### src/rtl/if_types_pkg.sv
// Shared types for the cache front end: interface FSM states, cache opcodes,
// register offsets, STATUS bit positions and a byte-enable merge helper.
package if_types_pkg;

  typedef enum logic [1:0] {
    IF_ST_IDLE     = 2'd0,
    IF_ST_WAIT     = 2'd1,
    IF_ST_COMPLETE = 2'd2
  } if_state_e;

  typedef enum logic [1:0] {
    OP_NOP = 2'd0,
    OP_GET = 2'd1,
    OP_PUT = 2'd2,
    OP_DEL = 2'd3
  } cache_op_e;

  localparam logic [2:0] REG_OP        = 3'd0;
  localparam logic [2:0] REG_KEY       = 3'd1;
  localparam logic [2:0] REG_VALUE_IN  = 3'd2;
  localparam logic [2:0] REG_VALUE_OUT = 3'd3;
  localparam logic [2:0] REG_STATUS    = 3'd4;

  localparam int STATUS_STATE_LSB   = 0;
  localparam int STATUS_HIT_BIT     = 2;
  localparam int STATUS_DONE_BIT    = 3;
  localparam int STATUS_TIMEOUT_BIT = 4;

  function automatic logic [31:0] be_merge(input logic [31:0] old_val,
                                           input logic [31:0] new_val,
                                           input logic [3:0]  be);
    logic [31:0] merged;
    for (int i = 0; i < 4; i++) begin
      merged[8*i +: 8] = be[i] ? new_val[8*i +: 8] : old_val[8*i +: 8];
    end
    return merged;
  endfunction

endpackage

### src/rtl/obi_cache_if_regs.sv
// Register file slice of the cache front end: address decode, byte-enable merge,
// read mux, error generation and the registered OBI response.
module obi_cache_if_regs
  import if_types_pkg::*;
#(
  parameter int ADDR_W = 32
) (
  input  logic              clk,
  input  logic              rst,
  input  logic              req,
  input  logic [ADDR_W-1:0] addr,
  input  logic              we,
  input  logic [3:0]        be,
  input  logic [31:0]       wdata,
  input  logic              wr_lock,
  input  cache_op_e         op_cur,
  input  logic [31:0]       value_out,
  input  logic [31:0]       status,
  output logic              op_wr,
  output cache_op_e         op_wdata,
  output logic              status_rd,
  output logic [31:0]       key,
  output logic [31:0]       value_in,
  output logic              rvalid,
  output logic [31:0]       rdata,
  output logic              err
);

  logic [2:0]  offset;
  logic        key_wr;
  logic        value_in_wr;
  logic        acc_err;
  logic [31:0] rd_mux;
  logic        unused_addr_bits;

  assign offset           = addr[4:2];
  assign op_wdata         = cache_op_e'(wdata[1:0]);
  assign unused_addr_bits = ^{addr[ADDR_W-1:5], addr[1:0], wdata[31:2] & {30{1'b0}}};

  // Writes to OP/KEY/VALUE_IN are refused while an operation is in flight.
  always_comb begin
    op_wr       = 1'b0;
    key_wr      = 1'b0;
    value_in_wr = 1'b0;
    status_rd   = 1'b0;
    acc_err     = 1'b0;
    rd_mux      = '0;
    if (req) begin
      case (offset)
        REG_OP: begin
          if (we) begin
            if (wr_lock) acc_err = 1'b1;
            else         op_wr   = be[0];
          end else begin
            rd_mux = {30'd0, op_cur};
          end
        end
        REG_KEY: begin
          if (we) begin
            if (wr_lock) acc_err = 1'b1;
            else         key_wr  = 1'b1;
          end else begin
            rd_mux = key;
          end
        end
        REG_VALUE_IN: begin
          if (we) begin
            if (wr_lock) acc_err     = 1'b1;
            else         value_in_wr = 1'b1;
          end else begin
            rd_mux = value_in;
          end
        end
        REG_VALUE_OUT: begin
          if (we) acc_err = 1'b1;
          else    rd_mux  = value_out;
        end
        REG_STATUS: begin
          if (we) begin
            acc_err = 1'b1;
          end else begin
            rd_mux    = status;
            status_rd = 1'b1;
          end
        end
        default: acc_err = 1'b1;
      endcase
    end
  end

  always_ff @(posedge clk) begin
    if (rst) begin
      key      <= '0;
      value_in <= '0;
      rvalid   <= 1'b0;
      rdata    <= '0;
      err      <= 1'b0;
    end else begin
      if (key_wr)      key      <= be_merge(key, wdata, be);
      if (value_in_wr) value_in <= be_merge(value_in, wdata, be);
      rvalid <= req;
      rdata  <= rd_mux;
      err    <= acc_err;
    end
  end

endmodule

### src/rtl/obi_cache_if.sv
// OBI subordinate front end of the Redis cache: runs the IDLE/WAIT/COMPLETE FSM
// and the start/done handshake. Optional WAIT timeout enabled by IF_TIMEOUT_EN.
module obi_cache_if
  import if_types_pkg::*;
#(
  parameter int ADDR_W         = 32,
  parameter int TIMEOUT_CYCLES = 1024
) (
  input  logic              clk,
  input  logic              rst,
  input  logic              obi_req_i,
  output logic              obi_gnt_o,
  input  logic [ADDR_W-1:0] obi_addr_i,
  input  logic              obi_we_i,
  input  logic [3:0]        obi_be_i,
  input  logic [31:0]       obi_wdata_i,
  output logic              obi_rvalid_o,
  output logic [31:0]       obi_rdata_o,
  output logic              obi_err_o,
  output logic              ctrl_start_o,
  output logic [1:0]        ctrl_op_o,
  output logic [31:0]       ctrl_key_o,
  output logic [31:0]       ctrl_value_o,
  input  logic              ctrl_done_i,
  input  logic              ctrl_hit_i,
  input  logic [31:0]       ctrl_rdata_i
);

  if_state_e   state, state_next;
  cache_op_e   op_q, op_wdata;
  logic [31:0] value_out_q;
  logic [31:0] status_word;
  logic        hit_q, done_flag_q, timeout_q, expire;
  logic        op_wr, status_rd;
  logic        start_evt, done_evt, timeout_evt, clr_done;

  assign obi_gnt_o = obi_req_i;
  assign ctrl_op_o = op_q;

  always_comb begin
    status_word                                  = '0;
    status_word[STATUS_STATE_LSB +: 2]           = state;
    status_word[STATUS_HIT_BIT]                  = hit_q;
    status_word[STATUS_DONE_BIT]                 = done_flag_q;
    status_word[STATUS_TIMEOUT_BIT]              = timeout_q;
  end

  obi_cache_if_regs #(.ADDR_W(ADDR_W)) u_regs (
    .clk       (clk),
    .rst       (rst),
    .req       (obi_req_i),
    .addr      (obi_addr_i),
    .we        (obi_we_i),
    .be        (obi_be_i),
    .wdata     (obi_wdata_i),
    .wr_lock   (state == IF_ST_WAIT),
    .op_cur    (op_q),
    .value_out (value_out_q),
    .status    (status_word),
    .op_wr     (op_wr),
    .op_wdata  (op_wdata),
    .status_rd (status_rd),
    .key       (ctrl_key_o),
    .value_in  (ctrl_value_o),
    .rvalid    (obi_rvalid_o),
    .rdata     (obi_rdata_o),
    .err       (obi_err_o)
  );

  always_ff @(posedge clk) begin
    if (rst) state <= IF_ST_IDLE;
    else     state <= state_next;
  end

  // A done pulse only counts in WAIT; when it coincides with expiry, done wins.
  always_comb begin
    state_next  = state;
    start_evt   = 1'b0;
    done_evt    = 1'b0;
    timeout_evt = 1'b0;
    clr_done    = 1'b0;
    case (state)
      IF_ST_IDLE: begin
        if (op_wr && op_wdata != OP_NOP) begin
          start_evt  = 1'b1;
          state_next = IF_ST_WAIT;
        end
      end
      IF_ST_WAIT: begin
        if (ctrl_done_i) begin
          done_evt   = 1'b1;
          state_next = IF_ST_COMPLETE;
        end else if (expire) begin
          timeout_evt = 1'b1;
          state_next  = IF_ST_COMPLETE;
        end
      end
      IF_ST_COMPLETE: begin
        if (op_wr && op_wdata != OP_NOP) begin
          start_evt  = 1'b1;
          state_next = IF_ST_WAIT;
        end else if (status_rd) begin
          clr_done   = 1'b1;
          state_next = IF_ST_IDLE;
        end
      end
      default: state_next = IF_ST_IDLE;
    endcase
  end

  always_ff @(posedge clk) begin
    if (rst) begin
      op_q         <= OP_NOP;
      value_out_q  <= '0;
      hit_q        <= 1'b0;
      done_flag_q  <= 1'b0;
      ctrl_start_o <= 1'b0;
    end else begin
      ctrl_start_o <= start_evt;
      if (op_wr) op_q <= op_wdata;
      if (start_evt || clr_done) done_flag_q <= 1'b0;
      if (done_evt) begin
        hit_q       <= ctrl_hit_i;
        done_flag_q <= 1'b1;
        if (op_q == OP_GET) value_out_q <= ctrl_rdata_i;
      end else if (timeout_evt) begin
        hit_q       <= 1'b0;
        done_flag_q <= 1'b1;
      end
    end
  end

`ifdef IF_TIMEOUT_EN
  localparam int CNT_W = $clog2(TIMEOUT_CYCLES + 1);

  logic [CNT_W-1:0] wait_cnt;

  // Expiry fires on the WAIT cycle whose increment would reach TIMEOUT_CYCLES.
  assign expire = (state == IF_ST_WAIT) && (wait_cnt == CNT_W'(TIMEOUT_CYCLES - 1));

  always_ff @(posedge clk) begin
    if (rst) begin
      wait_cnt  <= '0;
      timeout_q <= 1'b0;
    end else if (start_evt) begin
      wait_cnt  <= '0;
      timeout_q <= 1'b0;
    end else begin
      if (state == IF_ST_WAIT) wait_cnt <= wait_cnt + CNT_W'(1);
      if (timeout_evt)         timeout_q <= 1'b1;
    end
  end
`else
  localparam int unused_timeout_cycles = TIMEOUT_CYCLES;

  assign expire    = 1'b0;
  assign timeout_q = 1'b0;
`endif

endmodule
### config.mk
export PLATFORM = sky130hd
export DESIGN_NAME = obi_cache_if
export DESIGN_NICKNAME = d
export VERILOG_FILES = /design/src/rtl/if_types_pkg.sv /design/src/rtl/obi_cache_if_regs.sv /design/src/rtl/obi_cache_if.sv
export SDC_FILE = /design/constraint.sdc
export NUM_CORES = 1
export LEC_CHECK = 0
export CORE_MARGIN = 5
export CORE_UTILIZATION = 47
export DETAILED_ROUTE_END_ITERATION = 8
export PLACE_DENSITY = 0.81
export SYNTH_ARGS = -nofsm -noshare
export SYNTH_HDL_FRONTEND = slang
export SYNTH_HIERARCHICAL = 1
export SYNTH_SLANG_ARGS = --single-unit
### constraint.sdc
create_clock -name clk -period 2.34 [get_ports clk]
set_input_delay 0.468 -clock clk [delete_from_list [all_inputs] [get_ports clk]]
set_output_delay 0.468 -clock clk [all_outputs]
set_load 0.01 [all_outputs]
Yosys cells after proc, flatten, opt, wreduce, memory -nomap -nowiden

Cells that the tools add are included.
W data, S select, Z words.

Input port bits: 106
Logic and storage cells: 86
Output and inout port bits: 102
Register bits: 137

Bitwise gates (word level): 1
Multiplexer cells: 38
Eq/ne operators: 10
Reduce and logical (&&, ||, !) cells: 20

Operators by type and width:

| kind                 | count |
|---|---|
| $pmux W32 S5         | 1 |
| $mux W32             | 3 |
| $mux W1              | 26 |
| $reduce_and A2 Y1    | 9 |
| $mux W2              | 5 |
| $eq A3 B2 Y1 const B | 2 |
| $pmux W2 S3          | 1 |
| $reduce_or A2 Y1     | 3 |
| $eq A2 B1 Y1 const B | 2 |
| $mux W4              | 1 |
| $ne A2 B2 Y1 const B | 2 |
| $reduce_bool A2 Y1   | 2 |
| $eq A3 B1 Y1 const B | 1 |
| $eq A3 B3 Y1 const B | 1 |
| $logic_not A3 Y1     | 1 |
| $ne A3 B3 Y1 const B | 1 |
| $reduce_and A3 Y1    | 1 |
| $reduce_or A3 Y1     | 1 |
| $eq A2 B2 Y1 const B | 1 |
| $logic_not A2 Y1     | 1 |
| $pmux W1 S2          | 1 |
| $logic_and A1 B1 Y1  | 1 |
| $logic_or A1 B1 Y1   | 1 |
| $not A1 Y1           | 1 |

Longest topological paths before layout

Gate-level depths: netlist of the first run.

Depth in word-level cells: 11
Gate-level depth with buffers: 7
Mapped depth without buffers: 6

Cells and area by module

Netlist of the first run, hierarchy kept.

By module, submodules not included:

| module            | instances | cells each | sequential area each (um^2) | area each (um^2) |
|---|---|---|---|---|
| obi_cache_if_regs | 1         | 478        | 1,961.9                     | 4,759.6 |
| obi_cache_if      | 1         | 169        | 780.7                       | 1,745.4 |

Worst setup path after synthesis of the first run

No wires, ideal clock.

Path type: reg-to-reg
Start point: register state[1]
End point: register done_flag_q
Period minus slack after synthesis: 2.101 ns
Buffers on the path: 1
Library setup time: 0.130 ns
Cell stages (with the launch flop): 8
Required time: 2.210 ns
Setup slack: 0.239 ns
Arrival: 1.971 ns
Cells stage by stage: dfxtp_1 -> and2b_4 -> nand4b_1 -> clkbuf_1 -> nor4_1 -> o21ai_1 -> o211ai_1 -> a21oi_1

Longest elaborated chain between the ends: 10
Elaborated cells between the ends (all ways): 17
Classes of those cells: eq/ne: 2; mux: 10; reduce/logical: 5

RTL lines:

| element                                 | line                                   | RTL |
|---|---|---|
| from (decl)                             | obi_cache_if.sv:29                     | `if_state_e state, state_next;` |
| from (signal assigned)                  | obi_cache_if.sv:72                     | `else state <= state_next;` |
| $eq A2 B1 Y1 (*)                        | obi_cache_if.sv:56                     | `.wr_lock (state == IF_ST_WAIT),` |
| $mux W1 (*)                             | obi_cache_if_regs.sv:52                | `if (wr_lock) acc_err = 1'b1;` |
| $mux W1 (*)                             | obi_cache_if_regs.sv:51                | `if (we) begin` |
| $mux W1 (*)                             | obi_cache_if_regs.sv:49                | `case (offset)` |
| $mux W1 (*)                             | obi_cache_if_regs.sv:48                | `if (req) begin` |
| named net op_wr                         | obi_cache_if.sv:34                     | `logic op_wr, status_rd;` |
| $logic_and A1 B1 Y1 (*)                 | obi_cache_if.sv:84, obi_cache_if.sv:99 |  |
| $mux W1 (on tied branches)              | obi_cache_if.sv:84, obi_cache_if.sv:99 |  |
| $mux W1 (on tied branches)              | -                                      |  |
| $logic_or A1 B1 Y1 (*)                  | obi_cache_if.sv:121                    | `if (start_evt \|\| clr_done) done_flag_q <= 1'b0;` |
| $reduce_bool A2 Y1 (no source line) (*) | -                                      |  |
| to (signal assigned)                    | obi_cache_if.sv:121                    |  |
| to (signal assigned)                    | obi_cache_if.sv:124                    | `done_flag_q <= 1'b1;` |
| to (signal assigned)                    | obi_cache_if.sv:128                    | `done_flag_q <= 1'b1;` |
| to (decl)                               | obi_cache_if.sv:33                     | `logic hit_q, done_flag_q, timeout_q, expire;` |

The timed path passes the listed nets; every way through them passes the cells marked *.
A chain may end at the register's enable or synchronous reset.

Final worst setup path of the first run

Start point: input obi_req_i
End point: output obi_gnt_o

RTL lines:

| element     | line               | RTL |
|---|---|---|
| from (decl) | obi_cache_if.sv:11 | `input logic obi_req_i,` |
| to (decl)   | obi_cache_if.sv:12 | `output logic obi_gnt_o,` |

No word-level cell between the ends.

==> results of run 1 <==
synthesized netlist by cell type (4+ instances only):
| library cell | n |
|---|---|
| and3_1 | 5 |
| a22oi_1 | 26 |
| a21o_1 | 18 |
| o21ai_1 | 12 |
| buf_4 | 7 |
| buf_6 | 9 |
| dfxtp_1 | 137 |
| nand3_1 | 19 |
| mux2i_1 | 85 |
| a21oi_2 | 18 |
| a22oi_2 | 18 |
| o21ai_0 | 6 |
| nor2_1 | 4 |
| a21oi_1 | 33 |
| nand2b_1 | 136 |
| clkbuf_1 | 21 |
| nand3b_1 | 38 |
| buf_2 | 20 |
through the flow:
step           hold slack (ps)  area (um2)  power [mW]  cells
2_1_floorplan            445.4        6606       2.642    674
3_3_place_gp             460.8        8441       2.857    997
3_5_place_dp             461.9        8441       2.865    997
4_1_cts                  465.5        8972       5.275   1025
5_1_grt                  493.0        8977       5.419   1027
6_report                 476.1        8980       5.235   1028
power by group:
part | total (mW) | switching [mW] | internal, mW
sequential | 2.36 | 0.00978 | 2.35
combinational | 0.462 | 0.217 | 0.245
clock | 2.42 | 0.919 | 1.50
worst paths after layout:
path         depth (start not counted)                   to
max                                  2            obi_gnt_o
min reg2reg                          2       value_out_q[2]
min                                  2       value_out_q[2]
max reg2reg                          6  u_regs/value_in[28]
metal layers:
layer	global-route usage [%]	vias up	share of wire (%)
met2	35.89	225	47
met4	11.99	0	3.0
met1	28.18	2561	42
met3	5.477	38	7.2
li1	-	2621	-
met5	0	-	0
cell type report:
type	count	area, um2
antenna	3	7.507
clock buffer	26	519.2
clock inverter	2	12.51
fill	1069	4740
inverter	3	11.26
multi-input combinational	474	3472
sequential	137	2743
tap	180	225.2
timing repair buffer	203	1989
kinds of logic after synthesis:
logic type	Yosys count	share of synthesized area, %
AND/OR/NAND/NOR	223	22.72
other	1	0.05765
flip-flops	137	42.16
buffers and inverters	63	6.213
multiplexers	85	13.08
AO/OA/AOI/OAI	138	15.77
worst register-to-register path: stages (launching register included):
cell	delay (ps)
dfxtp_1	380
and2b_4	230
and4bb_1	280
buf_4	170
and3_1	210
buf_12	150
mux2i_1	230
registers in the layout, summed over array words and instances, names as in the netlist:
name / flops
u_regs/key: 32
u_regs/rdata: 32
u_regs/err: 1
u_regs/rvalid: 1
ctrl_op_o: 2
value_out_q: 32
u_regs/value_in: 32
hit_q: 1
state: 2
ctrl_start_o: 1
done_flag_q: 1
placed cells by master, fill, tap and decap left out, drive strengths merged, types with 22 or more instances in the layout:
| cell type | instances |
|---|---|
| nand3 | 22 |
| a22oi | 44 |
| clkdlybuf4s50 | 174 |
| a21oi | 51 |
| nand2b | 136 |
| buf | 29 |
| clkbuf | 26 |
| conb | 28 |
| mux2i | 85 |
| nand3b | 38 |
| dfxtp | 137 |
==> flow_summary.json, run 1 <==
{
  "syn_inst": 647,
  "powerDensity_nw_per_um2": 582.9,
  "synth_area_leaders": "dfxtp_1 42%, mux2i_1 13%, nand2b_1 13%",
  "fmax_ghz": 0.4710,
  "crit_arrival_ps": 1660,
  "dp_slack_ps": 214.0,
  "synth-edff-count": 0,
  "fin_nets": 942,
  "grt_use_total_pct": 22.52,
  "min_from": "value_out_q[2]",
  "critPathLaunchType": "input port",
  "leakagePower_nw": 3.131,
  "relSlewSlack_pct": 61.87,
  "path_class": "input port to primary output",
  "avgSynthCellArea_um2": 10.05,
  "io_buffers": 178,
  "timing.rr.start": "state[1]",
  "setup.worst_path.start": "obi_req_i",
  "drive_above_1_share_pct": 11.83,
  "area_delta_synth_final_pct": 38.05,
  "synth_top_area_cell": "dfxtp_1",
  "fin_crit_sh_pct": 90.74,
  "first_pass_iters": 5,
  "finalCoreUtilization_pct": 65.45,
  "clk_path_buf_depth": 2,
  "antenna_found_initial": 2,
  "synth_seq_cells": 137,
  "fin_crit_ps": 2123,
  "die_w_um": 127.6,
  "cp-end-kind": "primary output",
  "cp_common_cell": "clkdlybuf4s50_1",
  "numCtsBuffers": 17,
  "grt_pass1_wl_mm": 29.12,
  "fin_setup_tns_ps": 0,
  "rsz0062_at_grt": "false",
  "synth_flop_cell": "dfxtp_1",
  "hold_viol_final": 0,
  "post-route-drc-count": 0,
  "cp_top_family": "buffers and inverters",
  "initial_utilization_pct": 47.41,
  "setup_viol": 0,
  "overflow": 0,
  "wire_per_inst_um": 17.72,
  "hpwl_mm": 12.77,
  "gp_congestion": 0.8444,
  "cts_resized": 0,
  "synthArstFlopShare_pct": 0,
  "grt_max_degree": 51,
  "critPathMaxStageDelay_ps": 620,
  "ant_nets": 0,
  "hp-class": "flip-flop to flip-flop",
  "tightest_slew_ps": 571.3,
  "drv_slew": 0,
  "holdBufCountCts": 0,
  "fin_ws_ps": 216.8,
  "critPathMaxFanout": 6,
  "drt-initial-drc-count": 404,
  "syn_area_um2": 6505,
  "vias_per_cell": 5.297,
  "r2r_setup_slack_ps": 600,
  "chipHeight_um": 127.6,
  "tritoncts": "done",
  "status": "finished clean",
  "grt_pass1_vias": 5717,
  "num_rows": 43,
  "htree_levels": 4,
  "worstPathRequired_ps": 1870,
  "clock_latency_ps": 410,
  "clock_sinks": 137,
  "core_um2": 13720,
  "wl_mm": 18.21,
  "yosys_warnings": 6,
  "slowest_stage": "clkdlybuf4s50_1",
  "yosysTopAreaCellShare_pct": 42.16,
  "path_buf_inv": 2,
  "ir_drop_mv": 0.5260,
  "post_cts.repair.setup_buffers": 0,
  "clockRootBuffer": "clkbuf_16",
  "path_cells": "clkdlybuf4s50_1 -> clkdlybuf4s50_1",
  "ys_seq_area_share_pct": 42.16,
  "dr_total_vias": 5445,
  "skew_ps": 4.353,
  "path_clk_slew_ps": 50,
  "io_pins": 208,
  "yosysUniqueCellTypes": 39,
  "drv_cap": 0,
  "die_area_um2": 16290
}
Note: power is estimated with default switching activity, not from simulation.
==> run 2: changes to the inputs <==
Settings changed: ABC_AREA set to 1, CORE_ASPECT_RATIO set to 0.75, PLACE_DENSITY 0.81 to 0.8.
==> run 2 against run 1 <==
Sequential share of layout area is 1.5 points lower. First-iteration DRC count increased by 69%. Critical endpoint unchanged. Critical path depth unchanged. Clock power up 25%. Register-to-register slack worse by 170 ps. Final cell count increased by 40%. Sequential power is essentially flat. Hold slack improved by 3.6 ps. Die area increased by 3.2%. Setup slack gained 130 ps. Wire length rose by 8.7%. Synthesized cell count up 63%.
==> flow_summary.json, run 2 <==
{
  "wl_mm": 19.80,
  "rsz0062_at_grt": "false",
  "io_pins": 208,
  "cts_resized": 0,
  "power.total_mw": 5.929,
  "wl_met1_mm": 8.234,
  "nFillCells": 1179,
  "setup_viol": 0,
  "clock_sinks": 137,
  "core_um2": 13840,
  "syn_area_um2": 6718,
  "grt_use_total_pct": 23.40,
  "synthArstFlopShare_pct": 0,
  "drv_slew": 0,
  "grt_pass1_vias": 6510,
  "critPathMaxFanout": 3,
  "skew_ps": 8.620,
  "numCtsBuffers": 17,
  "yosys_warnings": 6,
  "grt_max_degree": 65,
  "synth-edff-count": 0,
  "hp-class": "flip-flop to flip-flop",
  "wl_met2_mm": 9.323,
  "tightest_slew_ps": 506.0,
  "io_buffers": 178,
  "fin_nets": 1355,
  "holdBufCountCts": 0,
  "gp_congestion": 0.8734,
  "drt-initial-drc-count": 684,
  "synth_area_leaders": "dfxtp_1 41%, nand2_1 17%, nor2_1 12%",
  "postPlaceCellArea_um2": 8777,
  "leakagePower_nw": 4.342,
  "diodes": 0,
  "clock_latency_ps": 410,
  "crit_arrival_ps": 1530,
  "post_cts.repair.setup_buffers": 0,
  "whs_ps": 479.6,
  "clockRootBuffer": "clkbuf_16",
  "finalCoreUtilization_pct": 68.27,
  "vias_per_cell": 4.809,
  "dr_total_vias": 6911,
  "ys_seq_area_share_pct": 40.83,
  "die_area_um2": 16810,
  "yosys-top-cells-count": "303 x nand2_1, 218 x nor2_1, 169 x inv_1",
  "slowest_stage": "clkdlybuf4s50_1",
  "cp_common_cell": "clkdlybuf4s50_1",
  "overflow": 0,
  "worstPathRequired_ps": 1870,
  "synth_seq_cells": 137,
  "fmax_ghz": 0.5015,
  "fin_setup_tns_ps": 0,
  "syn_inst": 1056,
  "drv_cap": 0,
  "post-route-drc-count": 0,
  "yosysTopAreaCellShare_pct": 40.83,
  "critPathMaxStageDelay_ps": 550,
  "final_common_cell": "nand2_1",
  "htree_levels": 4,
  "path_buf_inv": 2,
  "critPathLaunchType": "input port",
  "clk_path_buf_depth": 2,
  "ant_nets": 0,
  "cp_top_family": "buffers and inverters",
  "antenna_found_initial": 0,
  "yosysMostFrequentCell": "nand2_1",
  "synth_flop_cell": "dfxtp_1",
  "chipHeight_um": 113.5,
  "wire_per_inst_um": 13.78,
  "initial_utilization_pct": 48.53,
  "fin_crit_sh_pct": 85.22,
  "relSlewSlack_pct": 65.95,
  "first_pass_iters": 8,
  "area_delta_synth_final_pct": 40.68,
  "layout_common_cells": "303 x nand2_1, 216 x nor2_1, 177 x clkdlybuf4s50_1, 169 x inv_1, 137 x dfxtp_1",
  "avgSynthCellArea_um2": 6.361,
  "tritoncts": "done",
  "dr_wl_met3_mm": 2.001,
  "top_layer_used": "met4",
  "path_class": "input port to primary output",
  "grt_pass1_wl_mm": 31.70,
  "fin_crit_ps": 1994,
  "synth_top_area_cell": "dfxtp_1",
  "hold_viol_final": 0,
  "num_rows": 37,
  "ir_drop_mv": 0.4746,
  "path_cells": "clkdlybuf4s50_1 -> clkdlybuf4s50_1",
  "cp-end-kind": "primary output",
  "yosysUniqueCellTypes": 27,
  "die_w_um": 148.1,
  "status": "finished clean",
  "drive_above_1_share_pct": 7.924,
  "hpwl_mm": 14.00,
  "powerDensity_nw_per_um2": 627.4,
  "fin_area_um2": 9450,
  "path_clk_slew_ps": 50
}
run 2: cell types whose count changed after synthesis, sizes merged, moves of 44 or more:
cell	before	now
nand2	1	324
nand2b	136	0
nor2	4	224
mux2i	85	0
nand4	0	51
a21oi	51	6
inv	3	172
a22oi	44	0
run 2: metrics by stage:
stage               instances  worst slack [ps]
floorplan                1083             642.3
global placement         1405             87.11
detailed placement       1405             5.393
CTS                      1437             335.6
global route             1437             172.0
finish                   1437             345.9
run 2: cell families after synthesis:
family | after synthesis | synth area share (%)
simple gates | 666 | 42.80
flops | 137 | 40.83
other cells | 1 | 0.05582
compound gates | 22 | 1.676
buf+inv | 230 | 14.64
run 2: area by class of cell:
class / count / area [um2] / share of cell area (%)
tap: 175 / 219.0 / 2.317
clock inverter: 10 / 188.9 / 1.999
inverter: 172 / 645.6 / 6.832
multi-input combinational: 716 / 3103 / 32.83
sequential: 137 / 2743 / 29.02
timing repair buffer: 205 / 2067 / 21.87
clock buffer: 22 / 484.2 / 5.124
run 2: worst min-delay path, stage by stage (launching register included):
cell and delay [ps]:
dfxtp_1 320, nor2_1 50, nor2_1 80
run 2: final timing paths:
path                    from         endpoint  slack [ps]  cells after the start
max reg2reg         state[0]      done_flag_q         430                     11
min          value_out_q[12]  value_out_q[12]         480                      2
max                obi_req_i        obi_gnt_o         350                      2
min reg2reg  value_out_q[12]  value_out_q[12]         480                      2
run 2: per-layer routing:
| layer | track usage [%] | up-vias |
|---|---|---|
| met1 | 28.83 | 3077 |
| li1 | - | 3513 |
| met2 | 39.65 | 294 |
| met5 | 0 | - |
| met3 | 7.069 | 27 |
| met4 | 7.138 | 0 |
run 2: report_power, final:
part / total, mW / internal (mW) / switching (mW)
clock network: 3.03 / 2.01 / 1.02
registers: 2.37 / 2.35 / 0.0139
logic: 0.528 / 0.241 / 0.287
total: 5.93 / 4.60 / 1.33
==> run 3: changes to the inputs <==
Settings changed: ABC_AREA 1 to 0, PLACE_DENSITY 0.8 to 0.81.
==> run 3 against run 2 <==
Largest power group unchanged. Via count down 20%. Clock skew decreased by 2.6 ps. Setup slack lost 160 ps. Non-clock buffer count fell by 3. Hold slack got worse by 27 ps. Critical endpoint unchanged. Sequential share of layout area rose by 1.1 points.
==> flow_summary.json, run 3 (synthesis results as in run 1) <==
{
  "status": "finished clean",
  "clock_latency_ps": 410,
  "power_frac_clock_pct": 49.1,
  "hold_end": "ctrl_op_o[0]",
  "fin_crit_sh_pct": 92.21,
  "hold_depth": 2,
  "path_cells": "clkdlybuf4s50_1 -> clkdlybuf4s50_1",
  "htree_levels": 4,
  "p_comb_share_pct": 8.5,
  "area_delta_synth_final_pct": 39.87,
  "rsz0062_at_grt": "false",
  "path_clk_slew_ps": 60,
  "cp_top_family": "buffers and inverters",
  "final_common_cell": "clkdlybuf4s50_1",
  "grt_max_degree": 84,
  "critPathMaxFanout": 6,
  "chipHeight_um": 111.9,
  "critPathLaunchType": "input port",
  "skew_ps": 6.050,
  "path_class": "input port to primary output",
  "netSwitchingPower_mw": 1.186,
  "grt_pass1_vias": 5628,
  "antenna_found_initial": 0,
  "dp_cells": 991,
  "tritoncts": "done",
  "post_cts.repair.setup_buffers": 0,
  "nFillCells": 1047,
  "drv_slew": 0,
  "powerDensity_nw_per_um2": 610.5,
  "drive_above_1_share_pct": 12.16,
  "numCtsBuffers": 17,
  "wire_per_inst_um": 19.35,
  "die_area_um2": 16320,
  "layout_common_cells": "175 x clkdlybuf4s50_1, 137 x dfxtp_1, 136 x nand2b_1, 85 x mux2i_1, 38 x nand3b_1",
  "dr_total_vias": 5515,
  "leakagePower_nw": 3.190,
  "io_pins": 208,
  "fin_cells": 1022,
  "clk_path_buf_depth": 2,
  "drt-initial-drc-count": 473,
  "first_pass_iters": 5,
  "cp_common_cell": "clkdlybuf4s50_1",
  "core_um2": 13660,
  "fin_crit_ps": 2158,
  "fin_nets": 941,
  "power.total_mw": 5.554,
  "grt_pass1_wl_mm": 31.31,
  "post-route-drc-count": 0,
  "hpwl_mm": 14.65,
  "switching_share_pct": 21.34,
  "vias_per_cell": 5.396,
  "drv_cap": 0,
  "r2r_setup_slack_ps": 470,
  "clockRootBuffer": "clkbuf_16",
  "cp-end-kind": "primary output",
  "fmax_ghz": 0.4635,
  "slowest_stage": "clkdlybuf4s50_1",
  "num_rows": 37,
  "crit_arrival_ps": 1690,
  "ff2ff_path_depth": 4,
  "diodes": 0,
  "fin_setup_tns_ps": 0,
  "min_from": "rst",
  "worstPathRequired_ps": 1870,
  "initial_utilization_pct": 47.63,
  "tightest_slew_ps": 589.3,
  "r2r-end": "u_regs/value_in[15]",
  "grt_use_total_pct": 24.15,
  "relSlewSlack_pct": 60.68,
  "overflow": 0,
  "die_w_um": 145.8,
  "ant_nets": 0,
  "critPathMaxStageDelay_ps": 630,
  "path_buf_inv": 2,
  "timing.rr.start": "state[1]",
  "hold_viol_final": 0,
  "ir_drop_mv": 0.4121,
  "internal-power_mw": 4.369,
  "setup_viol": 0,
  "io_buffers": 178,
  "gp_congestion": 0.8550,
  "cts_resized": 0,
  "wl_mm": 19.78,
  "hp-class": "input port to flip-flop",
  "holdBufCountCts": 0,
  "p_seq_share_pct": 42.4,
  "clock_sinks": 137
}
## run 3: how the worst max path moves through the flow
stage,start,end,slack (ps),cells past startpoint
final,obi_req_i,obi_gnt_o,180,2
after global routing,obi_req_i,obi_gnt_o,160,2
after CTS,obi_req_i,obi_gnt_o,200,2
after detailed placement,obi_addr_i[2],u_regs/rdata[27],90,6
after global placement,obi_addr_i[2],u_regs/rdata[27],120,6
after floorplan,state[1],done_flag_q,240,7
## run 3: area by class of cell
class	instances	area, um2	area share [%]
tap	175	219.0	2.406
multi-input combinational	474	3472	38.16
clock inverter	9	120.1	1.320
inverter	3	11.26	0.1238
clock buffer	22	484.2	5.322
timing repair buffer	202	2049	22.52
sequential	137	2743	30.14
## run 3: power by group through the flow
| stage | sequential [mW] | combinational (mW) | clock, mW |
|---|---|---|---|
| finish | 2.36 | 0.473 | 2.72 |
| global route | 2.36 | 0.505 | 2.87 |
| CTS | 2.36 | 0.468 | 2.76 |
| detailed placement | 2.41 | 0.466 | 0 |
| global placement | 2.41 | 0.456 | 0 |
| floorplan | 2.41 | 0.232 | 0 |
## run 3: layer usage
layer	part of all wire (%)	wire [um]	track usage, %	vias to the layer above
li1	-	-	-	2610
met1	47	9230	35.10	2660
met2	44	8791	36.17	226
met3	7.8	1534	5.858	19
met4	1.1	222	5.756	0
met5	0	0	0	-
## run 3: metrics by stage
step | hold WS (ps) | setup WS (ps) | util (%) | instance area, um2
floorplan | 445.4 | 239.3 | - | 6606
global placement | 458.2 | 115.5 | 62.20 | 8494
detailed placement | 472.6 | 89.51 | 62.20 | 8494
CTS | 439.2 | 197.2 | 66.62 | 9099
global route | 491.9 | 158.6 | 66.62 | 9099
finish | 452.7 | 182.3 | 66.62 | 9099
